### src/rtl/riscv_pipelined_lsu.sv
// MEM-stage load/store unit: handshaked data-bus access with pipeline stall,
// store lane alignment, load extraction/extension and fault reporting.
// Ports: i_lsu_* request from decode, o_lsu_* result/stall/fault to the
// pipeline, o_bus_*/i_bus_* word-aligned data bus (valid/ready, rvalid).
module riscv_pipelined_lsu #(
  parameter int BUS_TIMEOUT = 16
) (
  input  logic        i_clk,
  input  logic        i_rst,
  input  logic        i_lsu_req,
  input  logic        i_lsu_wr_en,
  input  logic [2:0]  i_lsu_funct3,
  input  logic [31:0] i_lsu_addr,
  input  logic [31:0] i_lsu_wdata,
  output logic [31:0] o_lsu_rdata,
  output logic        o_lsu_stall,
  output logic        o_lsu_fault,
  output logic [1:0]  o_lsu_fault_code,
  output logic        o_bus_valid,
  output logic        o_bus_wr,
  output logic [31:0] o_bus_addr,
  output logic [31:0] o_bus_wdata,
  output logic [3:0]  o_bus_strb,
  input  logic        i_bus_ready,
  input  logic        i_bus_rvalid,
  input  logic [31:0] i_bus_rdata
);

  localparam int CW = $clog2(BUS_TIMEOUT) + 1;

  typedef enum logic [1:0] {
    IDLE,
    REQ,
    RESP,
    DONE
  } state_e;

  state_e        state_q, state_d;
  logic [CW-1:0] cnt_q, cnt_d;
  logic          wr_q, wr_d;
  logic [2:0]    f3_q, f3_d;
  logic [31:0]   addr_q, addr_d;
  logic [31:0]   wdata_q, wdata_d;
  logic [31:0]   rdata_q, rdata_d;
  logic [1:0]    code_q, code_d;

  logic          illegal;
  logic          misal;
  logic          complete;
  logic          timeout;
  logic [31:0]   shifted;
  logic [31:0]   ext;
  logic [3:0]    strb;
  logic [31:0]   lanes;

  // Legality is judged on the live inputs, since it decides the IDLE exit.
  always_comb begin
    if (i_lsu_wr_en) begin
      illegal = i_lsu_funct3 > 3'd2;
    end else begin
      illegal = (i_lsu_funct3[1:0] == 2'd3) || (i_lsu_funct3 == 3'd6);
    end
    misal = ((i_lsu_funct3[1:0] == 2'd1) && i_lsu_addr[0]) ||
            ((i_lsu_funct3[1:0] == 2'd2) && (i_lsu_addr[1:0] != 2'd0));
  end

  always_comb begin
    shifted = i_bus_rdata >> {addr_q[1:0], 3'b000};
    unique case (f3_q)
      3'd0:    ext = {{24{shifted[7]}}, shifted[7:0]};
      3'd1:    ext = {{16{shifted[15]}}, shifted[15:0]};
      3'd4:    ext = {24'd0, shifted[7:0]};
      3'd5:    ext = {16'd0, shifted[15:0]};
      default: ext = i_bus_rdata;
    endcase
  end

  always_comb begin
    unique case (1'b1)
      (f3_q[1:0] == 2'd0): begin
        strb  = 4'b0001 << addr_q[1:0];
        lanes = {4{wdata_q[7:0]}};
      end
      (f3_q[1:0] == 2'd1): begin
        strb  = 4'b0011 << addr_q[1:0];
        lanes = {2{wdata_q[15:0]}};
      end
      default: begin
        strb  = 4'b1111;
        lanes = wdata_q;
      end
    endcase
  end

  // A completion in the last allowed cycle wins over the timeout.
  assign complete = ((state_q == REQ) && i_bus_ready && wr_q) ||
                    ((state_q == RESP) && i_bus_rvalid);
  assign timeout  = (cnt_q == CW'(BUS_TIMEOUT - 1)) && !complete;

  always_comb begin
    state_d = state_q;
    cnt_d   = cnt_q;
    wr_d    = wr_q;
    f3_d    = f3_q;
    addr_d  = addr_q;
    wdata_d = wdata_q;
    rdata_d = rdata_q;
    code_d  = code_q;
    unique case (state_q)
      IDLE: begin
        if (i_lsu_req) begin
          wr_d    = i_lsu_wr_en;
          f3_d    = i_lsu_funct3;
          addr_d  = i_lsu_addr;
          wdata_d = i_lsu_wdata;
          cnt_d   = '0;
          code_d  = 2'b00;
          if (illegal) begin
            code_d  = 2'b11;
            rdata_d = '0;
            state_d = DONE;
          end else if (misal) begin
            code_d  = 2'b01;
            rdata_d = '0;
            state_d = DONE;
          end else begin
            state_d = REQ;
          end
        end
      end
      REQ: begin
        cnt_d = cnt_q + 1'b1;
        if (i_bus_ready && wr_q) begin
          state_d = DONE;
        end else if (timeout) begin
          code_d  = 2'b10;
          rdata_d = '0;
          state_d = DONE;
        end else if (i_bus_ready) begin
          state_d = RESP;
        end
      end
      RESP: begin
        cnt_d = cnt_q + 1'b1;
        if (i_bus_rvalid) begin
          rdata_d = ext;
          state_d = DONE;
        end else if (timeout) begin
          code_d  = 2'b10;
          rdata_d = '0;
          state_d = DONE;
        end
      end
      DONE: begin
        state_d = IDLE;
      end
    endcase
  end

  always_ff @(posedge i_clk or posedge i_rst) begin
    if (i_rst) begin
      state_q <= IDLE;
      cnt_q   <= '0;
      wr_q    <= 1'b0;
      f3_q    <= 3'd0;
      addr_q  <= '0;
      wdata_q <= '0;
      rdata_q <= '0;
      code_q  <= 2'b00;
    end else begin
      state_q <= state_d;
      cnt_q   <= cnt_d;
      wr_q    <= wr_d;
      f3_q    <= f3_d;
      addr_q  <= addr_d;
      wdata_q <= wdata_d;
      rdata_q <= rdata_d;
      code_q  <= code_d;
    end
  end

  // Bus fields are gated by valid so they read as zero outside REQ.
  assign o_bus_valid      = state_q == REQ;
  assign o_bus_wr         = o_bus_valid && wr_q;
  assign o_bus_addr       = o_bus_valid ? {addr_q[31:2], 2'b00} : 32'd0;
  assign o_bus_wdata      = o_bus_valid ? lanes : 32'd0;
  assign o_bus_strb       = o_bus_valid ? strb : 4'd0;
  assign o_lsu_rdata      = rdata_q;
  assign o_lsu_stall      = ((state_q == IDLE) && i_lsu_req) ||
                            (state_q == REQ) || (state_q == RESP);
  assign o_lsu_fault      = (state_q == DONE) && (code_q != 2'b00);
  assign o_lsu_fault_code = (state_q == DONE) ? code_q : 2'b00;

endmodule

### config.mk
export PLATFORM = sky130hd
export DESIGN_NAME = riscv_pipelined_lsu
export DESIGN_NICKNAME = d
export VERILOG_FILES = /design/src/rtl/riscv_pipelined_lsu.sv
export SDC_FILE = /design/constraint.sdc
export NUM_CORES = 1
export LEC_CHECK = 0
export CAP_MARGIN = 10
export CORE_ASPECT_RATIO = 0.6
export CORE_UTILIZATION = 40
export CTS_BUF_LIST = sky130_fd_sc_hd__clkbuf_16
export DETAILED_ROUTE_END_ITERATION = 8
export PLACE_DENSITY = 0.73
export SLEW_MARGIN = 20
export SYNTH_ARGS = -nofsm -noshare
export SYNTH_HDL_FRONTEND = slang
export SYNTH_SLANG_ARGS = --single-unit
### constraint.sdc
create_clock -name i_clk -period 5.4 [get_ports i_clk]
set_clock_uncertainty 0.05 [all_clocks]
set_input_delay 1.35 -clock i_clk [delete_from_list [all_inputs] [get_ports i_clk]]
set_output_delay 1.35 -clock i_clk [all_outputs]
set_load 0.005 [all_outputs]
## Word-level counts from Yosys, hierarchy flattened

Cells that the tools add are included.

- Register bits: 109
- Output and inout port bits: 106
- Word-level logic and storage cells: 93
- Bits of input ports: 105

- Add/sub/neg operators: 1
- Magnitude comparators: 1
- Equality and inequality tests: 18
- Shift operators: 3
- Reductions and logical operators: 29
- Muxes and demuxes: 33

Operators by type and width:

| cell | number |
|---|---|
| $mux 32 | 8 |
| $pmux 32 s4 | 1 |
| $pmux 32 s3 | 1 |
| $pmux 32 s2 | 1 |
| $shr 32x5->16 | 1 |
| $mux 2 | 14 |
| $logic_and 1x1->1 | 10 |
| $pmux 5 s2 | 1 |
| $eq 3x3->1 const B | 3 |
| $eq 2x2->1 const B | 4 |
| $pmux 2 s4 | 1 |
| $pmux 4 s2 | 1 |
| $reduce_and 4->1 | 2 |
| $eq 2x1->1 const B | 3 |
| $ne 2x2->1 const B | 3 |
| $ne 3x3->1 const B | 2 |
| $pmux 2 s3 | 1 |
| $reduce_bool 2->1 | 3 |
| $add 5x1->5 const B | 1 |
| $eq 5x4->1 const B | 1 |
| $logic_or 1x1->1 | 5 |
| $mux 5 | 1 |
| $logic_not 2->1 | 2 |
| $mux 4 | 1 |
| 12 further kinds | 14 |

## Logic depth before layout (Yosys ltp)

Gate-level depths: netlist (run 1).

- Depth in word-level cells: 9
- Depth in mapped cells: 8
- Gate-level depth less buffers: 7

## Worst setup path after synthesis (run 1)

Ideal clock, no wire load.

- Path type: input port to output port
- Start point: input i_lsu_req
- End point: output o_lsu_stall
- Required time: 4000 ps
- Setup slack: 1862 ps
- Arrival: 2138 ps
- Cell stages on the path: 4
- Buffers on the path: 2
- Cell sequence: nand2_1 -> buf_2 -> buf_1 -> nand2_1

- Cells in the longest elaborated chain, start to end: 3

RTL lines:

| element | RTL line | source |
|---|---|---|
| from (decl) | 10 | `input logic i_lsu_req,` |
| $logic_and 1x1->1 | 189 | `assign o_lsu_stall = ((state_q == IDLE) && i_lsu_req) \|\|` |
| $logic_or 1x1->1 | 189 |  |
| $logic_or 1x1->1 | 190 | `(state_q == REQ) \|\| (state_q == RESP);` |
| to (decl) | 16 | `output logic o_lsu_stall,` |

Every way passes these cells.

## Final worst setup path (run 1)

- Start point: register addr_q[1]
- End point: output o_bus_strb[2]

- Cells in the longest elaborated chain, start to end: 3
- Elaborated cells on any way between the ends: 4
- Classes of those cells: 2 x shift; 2 x mux

RTL lines:

| element | RTL line | source |
|---|---|---|
| from (decl) | 42 | `logic [31:0] addr_q, addr_d;` |
| from (signal assigned) | 175 | `addr_q <= addr_d;` |
| $shl 2x2->4 / $shl 1x2->4 (equally long branches) | 85, 81 |  |
| $pmux 4 s2 * | 79 | `unique case (1'b1)` |
| $mux 4 * | 187 | `assign o_bus_strb = o_bus_valid ? strb : 4'd0;` |
| to (decl) | 23 | `output logic [3:0] o_bus_strb,` |

Every way passes the cells marked *; elsewhere a longest branch is shown, timed or not.

==> results of run 1 <==
[layout make-up]
cell class,instances,share of cell area
Clock buffer,9,0.0273
Clock inverter,6,0.00972
Inverter,10,0.00516
Multi-Input combinational cell,370,0.340
Sequential cell,109,0.331
Tap cell,192,0.0292
Timing Repair Buffer,213,0.257
[cells by family after synthesis]
logic type	share of synthesized area
AND/OR/NAND/NOR	0.135
multiplexers	0.187
adder cells (fa/ha/maj)	0.0131
buffers and inverters	0.0377
flip-flops	0.475
other	0.000654
AO/OA/AOI/OAI	0.151
[report_power, final]
| group | internal [µW] | switching [µW] |
|---|---|---|
| logic | 1260 | 1030 |
| clock network | 401 | 298 |
| registers | 1180 | 346 |
[state kept, by name, summed over array words and instances (netlist names)]
register,count
wdata_q,32
f3_q,3
addr_q,32
o_lsu_rdata,32
cnt_q,5
state_q,2
wr_q,1
code_q,2
[through the flow]
step	power (µW)	worst slack, ns	std cells	utilization
3_5_place_dp	3810	1.52	894	0.573
3_3_place_gp	3720	1.51	894	0.573
6_report	4500	1.36	909	0.596
4_1_cts	4520	1.36	909	0.595
2_1_floorplan	2780	1.13	530	-
5_1_grt	4810	1.21	909	0.596
[cells in the final DEF (no fill, tap or decap), drive strengths merged, types with 5 or more instances in the layout]
master and instances:
and2 41, buf 5, a32o 23, ha 6, nand2 20, a22oi 14
clkbuf 9, nor2 30, a21oi 30, mux2 77, o21ai 28, nor2b 12
mux2i 20, dfrtp 109, nand2b 24, a22o 10, inv 10, clkdlybuf4s50 208
[final timing paths]
path / depth (start not counted) / end / slack, ns / startpoint
min: 2 / cnt_q[4] / 0.43 / cnt_q[4]
max reg2reg: 4 / o_lsu_rdata[17] / 2.53 / addr_q[1]
max in group asynchronous: 3 / addr_q[16] / 2.96 / i_rst
min reg2reg: 2 / cnt_q[4] / 0.43 / cnt_q[4]
min in group asynchronous: 2 / o_lsu_rdata[7] / 1.48 / i_rst
max: 4 / o_bus_strb[2] / 1.36 / addr_q[1]
[per-layer routing]
metal	track usage	wire length (µm)
met1	0.311	7760
met5	0	0
met3	0.0780	1420
met4	0.0392	105
met2	0.363	7560
[critical path, stage by stage (launching register included)]
cell,delay (ns)
dfrtp_1,0.69
nor2b_1,0.76
nand2_1,0.12
a21oi_1,0.16
clkdlybuf4s50_1,0.58
==> impl_metrics.json, run 1 <==
{
  "routed_wirelength_um": 16800,
  "ys_types": 43,
  "drive_above_1_share": 0.145,
  "setup_viol": 0,
  "regArea_mm2": 0.00273,
  "grt_max_degree": 84,
  "synth.most_common_cell": "dfrtp_1",
  "drc": 0,
  "synth-main-ff-cell": "dfrtp_1",
  "area_delta_synth_final_pct": 43.6,
  "synth_top_area_frac": 0.475,
  "hpwl_um": 11900,
  "fin_setup_tns_ns": 0,
  "clock_sinks": 109,
  "yosys-top-cells-area": "dfrtp_1, mux2_2, and2_1",
  "clk_latency_ns": 0.34,
  "placed_area_mm2": 0.00793,
  "post-route-period-util": 0.749,
  "nFillCells": 1146,
  "synth_top_area_cell": "dfrtp_1",
  "stdcell_area_mm2": 0.00824,
  "yosysWarnings": 0,
  "cts_made_buffers": 9,
  "fin_nets": 824,
  "worst_slew_pin_slew_ns": 1.01,
  "cp.arrival_ns": 2.64,
  "layout_min_cycle_time_ns": 4.04,
  "final_hold_viol_count": 0,
  "die_w_um": 157,
  "initial_core_util": 0.415,
  "setup.worst_path.start_class": "flop",
  "die_y_um": 94.8,
  "p_per_area_mw_per_mm2": 547,
  "holdBufCountCts": 0,
  "num_antenna_cells": 0,
  "peakVddDrop_mv": 0.242,
  "drt_iter0_drc": 321,
  "synthCells": 529,
  "grt_usage": 0.231,
  "grt_pass1_wl_um": 26300,
  "synth_edf_count": 0,
  "async_flop_share": 1.00,
  "ys_seq_elements": 109,
  "holdWs_ns": 0.434,
  "synth_area_mm2": 0.00574,
  "wl_per_cell_um": 18.5,
  "clock-root-buffer": "clkbuf_16",
  "ctsResizeCount": 0,
  "cts_buffer_depth": 2,
  "power_leakage_uw": 0.00340,
  "drt_pass1_iterations": 5,
  "ios": 211,
  "post_drt_via_cell_ratio": 5.35,
  "end_kind": "primary output",
  "drv_slew": 0,
  "dr_total_vias": 4861,
  "post_cts_buffers": 0,
  "postSynthAreaPerCell_um2": 10.8,
  "criticalPathCategory": "reg -> out",
  "yosysSeqAreaShare": 0.475,
  "hp-class": "reg -> reg",
  "multi_input_area_mm2": 0.00280,
  "port_buffers": 208,
  "drv_cap": 0,
  "grt_antenna_before_repair": 0,
  "cts_tree": "done",
  "core_area_mm2": 0.0138,
  "path_clk_slew_ns": 0.07,
  "rsz0062_at_grt": "no",
  "gp_congestion": 0.866,
  "cts_max_level": 3,
  "critPathMaxFanout": 23,
  "max_slew_margin": 0.328,
  "synthTopCellsByCount": "dfrtp_1, mux2_2, and2_1",
  "status": "finished clean",
  "fmax_mhz": 247,
  "grt.overflow.total": 0,
  "rows": 33,
  "cp_data_required_time_ns": 4.00,
  "dieArea_mm2": 0.0148,
  "drtAntennaViolNets": 0,
  "grt_pass1_vias": 4862
}
Note: power is estimated with default switching activity, not from simulation.
==> run 2, diff against run 1 <==
- clock period: 5.4 -> 3.8 ns (I/O delays scaled with it)
==> run 2 against run 1 <==
- critical path depth increased by 1
- final area increased by 0.80%
- cell count increased by 0.66%
- combinational power increased by 48%
- sequential power increased by 38%
- wire length increased by 5.4%
- non-clock buffer count increased by 5
- highest routed layer unchanged
- global-route usage increased by 1.5 points
==> impl_metrics.json, run 2 (same netlist as run 1, synthesis figures left out) <==
{
  "grt_usage": 0.246,
  "clock_sinks": 109,
  "r2r-end": "o_lsu_rdata[17]",
  "switching_share": 0.377,
  "grt.overflow.total": 0,
  "fin_cells": 915,
  "stdcell_area_mm2": 0.00830,
  "cp.arrival_ns": 2.49,
  "final_common_cell": "clkdlybuf4s50_1",
  "drt_pass1_iterations": 7,
  "wl_met2_um": 7880,
  "cp_cell_sequence": "inv_1 -> ha_1 -> inv_1 -> a21oi_1 -> clkdlybuf4s50_1",
  "die_w_um": 157,
  "clk_latency_ns": 0.35,
  "p_per_area_mw_per_mm2": 785,
  "holdPathStages": 2,
  "post_cts_buffers": 0,
  "wl_per_cell_um": 19.4,
  "worst_slew_pin_slew_ns": 0.991,
  "placed_area_mm2": 0.00798,
  "combPwrFrac": 0.519,
  "min_to": "cnt_q[4]",
  "fin_total_pwr_uw": 6520,
  "core_area_mm2": 0.0138,
  "p_int_uw": 4060,
  "min_from": "cnt_q[4]",
  "drv_cap": 0,
  "crit_slowest_cell": "inv_1",
  "drv_slew": 0,
  "grt_max_degree": 69,
  "setup_viol": 0,
  "cts_made_buffers": 9,
  "num_antenna_cells": 0,
  "post_drt_via_cell_ratio": 5.44,
  "top_layer_used": "met4",
  "critPathMaxFanout": 30,
  "cp_data_required_time_ns": 2.80,
  "grt_pass1_wl_um": 27500,
  "drt_iter0_drc": 319,
  "grt_pass1_vias": 5042,
  "nFillCells": 1164,
  "seq_power_share": 0.323,
  "met3_length_um": 1700,
  "rrSetupSlack_ns": 1.16,
  "post-route-period-util": 0.919,
  "reg2reg_from": "addr_q[1]",
  "ff2ff_path_depth": 4,
  "setup.worst_path.start_class": "flop",
  "hpwl_um": 12900,
  "drive_above_1_share": 0.155,
  "port_buffers": 208,
  "cts_tree": "done",
  "m1WireLength_um": 7950,
  "critPathMaxStageDelay_ns": 0.71,
  "power_leakage_uw": 0.00343,
  "criticalPathCategory": "reg -> out",
  "layout_min_cycle_time_ns": 3.49,
  "status": "finished clean",
  "path_clk_slew_ns": 0.07,
  "drtAntennaViolNets": 0,
  "cpMostUsedCell": "inv_1",
  "clock_power_share": 0.158,
  "cts_buffer_depth": 2,
  "dr_total_vias": 4976,
  "fmax_mhz": 286,
  "max_slew_margin": 0.338,
  "fin_setup_tns_ns": 0,
  "gp_congestion": 0.890,
  "peakVddDrop_mv": 0.397,
  "p_switching_uw": 2460,
  "dp_cells": 899,
  "grt_antenna_before_repair": 0,
  "rows": 33,
  "area_delta_synth_final_pct": 44.7,
  "hp-class": "reg -> reg",
  "rsz0062_at_grt": "no",
  "critPathBufInv": 3,
  "routed_wirelength_um": 17700,
  "ios": 211,
  "most-common-layout-cells": "clkdlybuf4s50_1, dfrtp_1, mux2_2",
  "end_kind": "primary output",
  "fin_nets": 829,
  "dieArea_mm2": 0.0148,
  "drc": 0,
  "die_y_um": 94.8,
  "initial_core_util": 0.415,
  "clock-root-buffer": "clkbuf_16",
  "finish.utilization": 0.600,
  "cp_top_family": "buffers and inverters",
  "final_hold_viol_count": 0,
  "cts_max_level": 3
}
[run 2: cell types whose count changed in the layout (fill, tap and decap cells not counted), sizes merged]
cell	delta
inv	+1
buf	+5
[run 2: worst max path at each step]
stage | startpoint | endpoint | slack (ns) | depth (start not counted)
global route | state_q[1] | o_bus_wdata[15] | 0.13 | 5
CTS | f3_q[0] | o_bus_wdata[15] | 0.25 | 4
finish | state_q[1] | o_bus_wdata[11] | 0.31 | 5
detailed placement | i_lsu_req | o_lsu_rdata[17] | 0.44 | 5
global placement | i_lsu_req | o_lsu_rdata[18] | 0.60 | 5
floorplan | i_lsu_req | o_lsu_stall | 1.06 | 4
[run 2: power groups by stage]
stage / sequential, µW / clock [µW] / combinational, µW
floorplan: 1930 / 0 / 2030
global placement: 2090 / 0 / 3280
detailed placement: 2110 / 0 / 3360
CTS: 2100 / 1060 / 3390
global route: 2180 / 1100 / 3680
finish: 2100 / 1030 / 3380
[run 2: layer usage]
layer  GRT usage  vias to the layer above
li1            -                     2271
met1       0.322                     2468
met2       0.381                      219
met3      0.0987                       18
met4      0.0539                        0
met5           0                        -
[run 2: layout make-up]
type	count	area, µm²	area share
multi-input combinational	370	2800	0.338
tap	192	240	0.0289
sequential	109	2730	0.329
clock buffer	9	225	0.0271
inverter	10	41.3	0.00497
timing repair buffer	218	2170	0.261
clock inverter	7	95.1	0.0115
[run 2: repair_timing]
item / 4_1_cts / 5_1_grt
setup endpoints to repair: 0 / 1
resized for setup: 0 / 1
hold buffers: 0 / 0
[run 2: tightest hold or removal path, delay by kind of cell (launching register included)]
family,cells,cell delay [ns]
DFF,1,0.35
and+or+nand+nor,1,0.05
AOI/OAI and AO/OA,1,0.06
[run 2: stage by stage]
| stage | hold slack, ns | setup slack [ns] |
|---|---|---|
| final | 0.435 | 0.307 |
| after global routing | 0.456 | 0.127 |
| after detailed placement | 0.426 | 0.445 |
| after CTS | 0.442 | 0.254 |
| after global placement | 0.415 | 0.598 |
| after floorplan | 0.399 | 1.06 |
==> run 3, diff against run 2 <==
- clock period: 3.8 -> 4.35 ns (I/O delays scaled with it)
==> run 3 against run 2 <==
- sequential power shrank 11%
- highest routed layer unchanged
- global-route usage shrank 1.2 points
- largest cell class unchanged
- largest power group unchanged
- first-iteration DRC count shrank 37%
==> impl_metrics.json, run 3 (same netlist as run 1, synthesis figures left out) <==
{
  "status": "finished clean",
  "max_slew_margin": 0.329,
  "grt_pass1_vias": 5094,
  "clock_power_share": 0.155,
  "clock-root-buffer": "clkbuf_16",
  "critPathMaxFanout": 36,
  "combPwrFrac": 0.511,
  "final_common_cell": "clkdlybuf4s50_1",
  "wl_per_cell_um": 18.7,
  "drc": 0,
  "die_w_um": 157,
  "drv_slew": 0,
  "p_switching_uw": 2080,
  "rsz0062_at_grt": "no",
  "drt_pass1_iterations": 7,
  "grt_max_degree": 69,
  "holdBufCountCts": 0,
  "criticalPathCategory": "reg -> out",
  "stdcell_area_mm2": 0.00826,
  "routed_wirelength_um": 17000,
  "rrSetupSlack_ns": 1.76,
  "area_delta_synth_final_pct": 44.0,
  "peakVddDrop_mv": 0.291,
  "setup_viol": 0,
  "r2r-end": "o_lsu_rdata[8]",
  "met3_usage": 0.0863,
  "rows": 33,
  "post-route-period-util": 0.834,
  "fin_setup_tns_ns": 0,
  "grt_pass1_wl_um": 26400,
  "cts_tree": "done",
  "dr_total_vias": 4879,
  "num_antenna_cells": 0,
  "die_y_um": 94.8,
  "grt_busiest_layer": "met2",
  "ctsResizeCount": 0,
  "placed_area_mm2": 0.00796,
  "hpwl_um": 12100,
  "worst_slew_pin_slew_ns": 1.01,
  "power_leakage_uw": 0.00341,
  "cp.arrival_ns": 2.49,
  "path_clk_slew_ns": 0.07,
  "grt_antenna_before_repair": 0,
  "finish.utilization": 0.597,
  "drive_above_1_share": 0.148,
  "cp_data_required_time_ns": 3.21,
  "dieArea_mm2": 0.0148,
  "clock_sinks": 109,
  "setup.worst_path.start_class": "flop",
  "p_per_area_mw_per_mm2": 679,
  "p_int_uw": 3530,
  "post_drt_via_cell_ratio": 5.36,
  "most-common-layout-cells": "clkdlybuf4s50_1, dfrtp_1, mux2_2",
  "crit_start": "f3_q[1]",
  "layout_min_cycle_time_ns": 3.63,
  "reg2reg_from": "state_q[1]",
  "ff2ff_path_depth": 7,
  "port_buffers": 208,
  "cts_made_buffers": 9,
  "grt.overflow.total": 0,
  "cts_buffer_depth": 2,
  "fin_nets": 826,
  "core_area_mm2": 0.0138,
  "nFillCells": 1141,
  "gp_congestion": 0.860,
  "met1_usage": 0.293,
  "drtAntennaViolNets": 0,
  "worstSetupEndpoint": "o_bus_strb[2]",
  "initial_core_util": 0.415,
  "ios": 211,
  "switching_share": 0.371,
  "post_cts_buffers": 0,
  "gr-usage-met2": 0.378,
  "drv_cap": 0,
  "fmax_mhz": 276,
  "hp-class": "reg -> reg",
  "seq_power_share": 0.333,
  "grt_usage": 0.233,
  "clk_latency_ns": 0.34,
  "final_hold_viol_count": 0,
  "cts_max_level": 3,
  "drt_iter0_drc": 202,
  "end_kind": "primary output",
  "holdWs_ns": 0.438
}
## run 3: worst min-delay path by stage
| stage | startpoint | end | slack [ns] | cells past startpoint |
|---|---|---|---|---|
| floorplan | cnt_q[4] | cnt_q[4] | 0.40 | 2 |
| global placement | cnt_q[4] | cnt_q[4] | 0.42 | 2 |
| detailed placement | cnt_q[4] | cnt_q[4] | 0.43 | 2 |
| CTS | cnt_q[4] | cnt_q[4] | 0.44 | 2 |
| global route | o_lsu_rdata[27] | o_lsu_rdata[27] | 0.45 | 1 |
| finish | cnt_q[4] | cnt_q[4] | 0.44 | 2 |
## run 3: cell type report
| cell class | instances | area [µm²] | area share |
|---|---|---|---|
| well taps | 192 | 240 | 0.0291 |
| clock buffers | 9 | 225 | 0.0273 |
| clock inverters | 5 | 78.8 | 0.00954 |
| multi-input cells | 370 | 2800 | 0.339 |
| flip-flops and latches | 109 | 2730 | 0.330 |
| inverters | 10 | 40.0 | 0.00485 |
| repair buffers | 215 | 2150 | 0.260 |
## run 3: per-stage QoR
step / instances / setup slack (ns) / total power [µW]
2_1_floorplan: 530 / 0.339 / 3450
3_3_place_gp: 896 / 0.982 / 4640
3_5_place_dp: 896 / 0.816 / 4750
4_1_cts: 910 / 0.682 / 5640
5_1_grt: 910 / 0.556 / 5980
6_report: 910 / 0.724 / 5610
## run 3: worst max-delay path, cell delays in order (launching register included)
cell             delay (ns)
dfrtp_2                0.83
buf_4                  0.50
a21oi_1                0.08
a21oi_1                0.17
clkdlybuf4s50_1        0.57
## run 3: power by group through the flow
stage                     Clock [µW]  Combinational [µW]  Sequential (µW)
final                            871                2870             1870
after global routing             922                3120             1940
after CTS                        889                2880             1870
after detailed placement           0                2860             1890
after global placement             0                2790             1860
after floorplan                    0                1770             1680
## run 3: per-layer routing
layer,share of wire,vias up
li1,-,2249
met5,0,-
met4,0.018,0
met2,0.45,197
met1,0.43,2408
met3,0.094,25
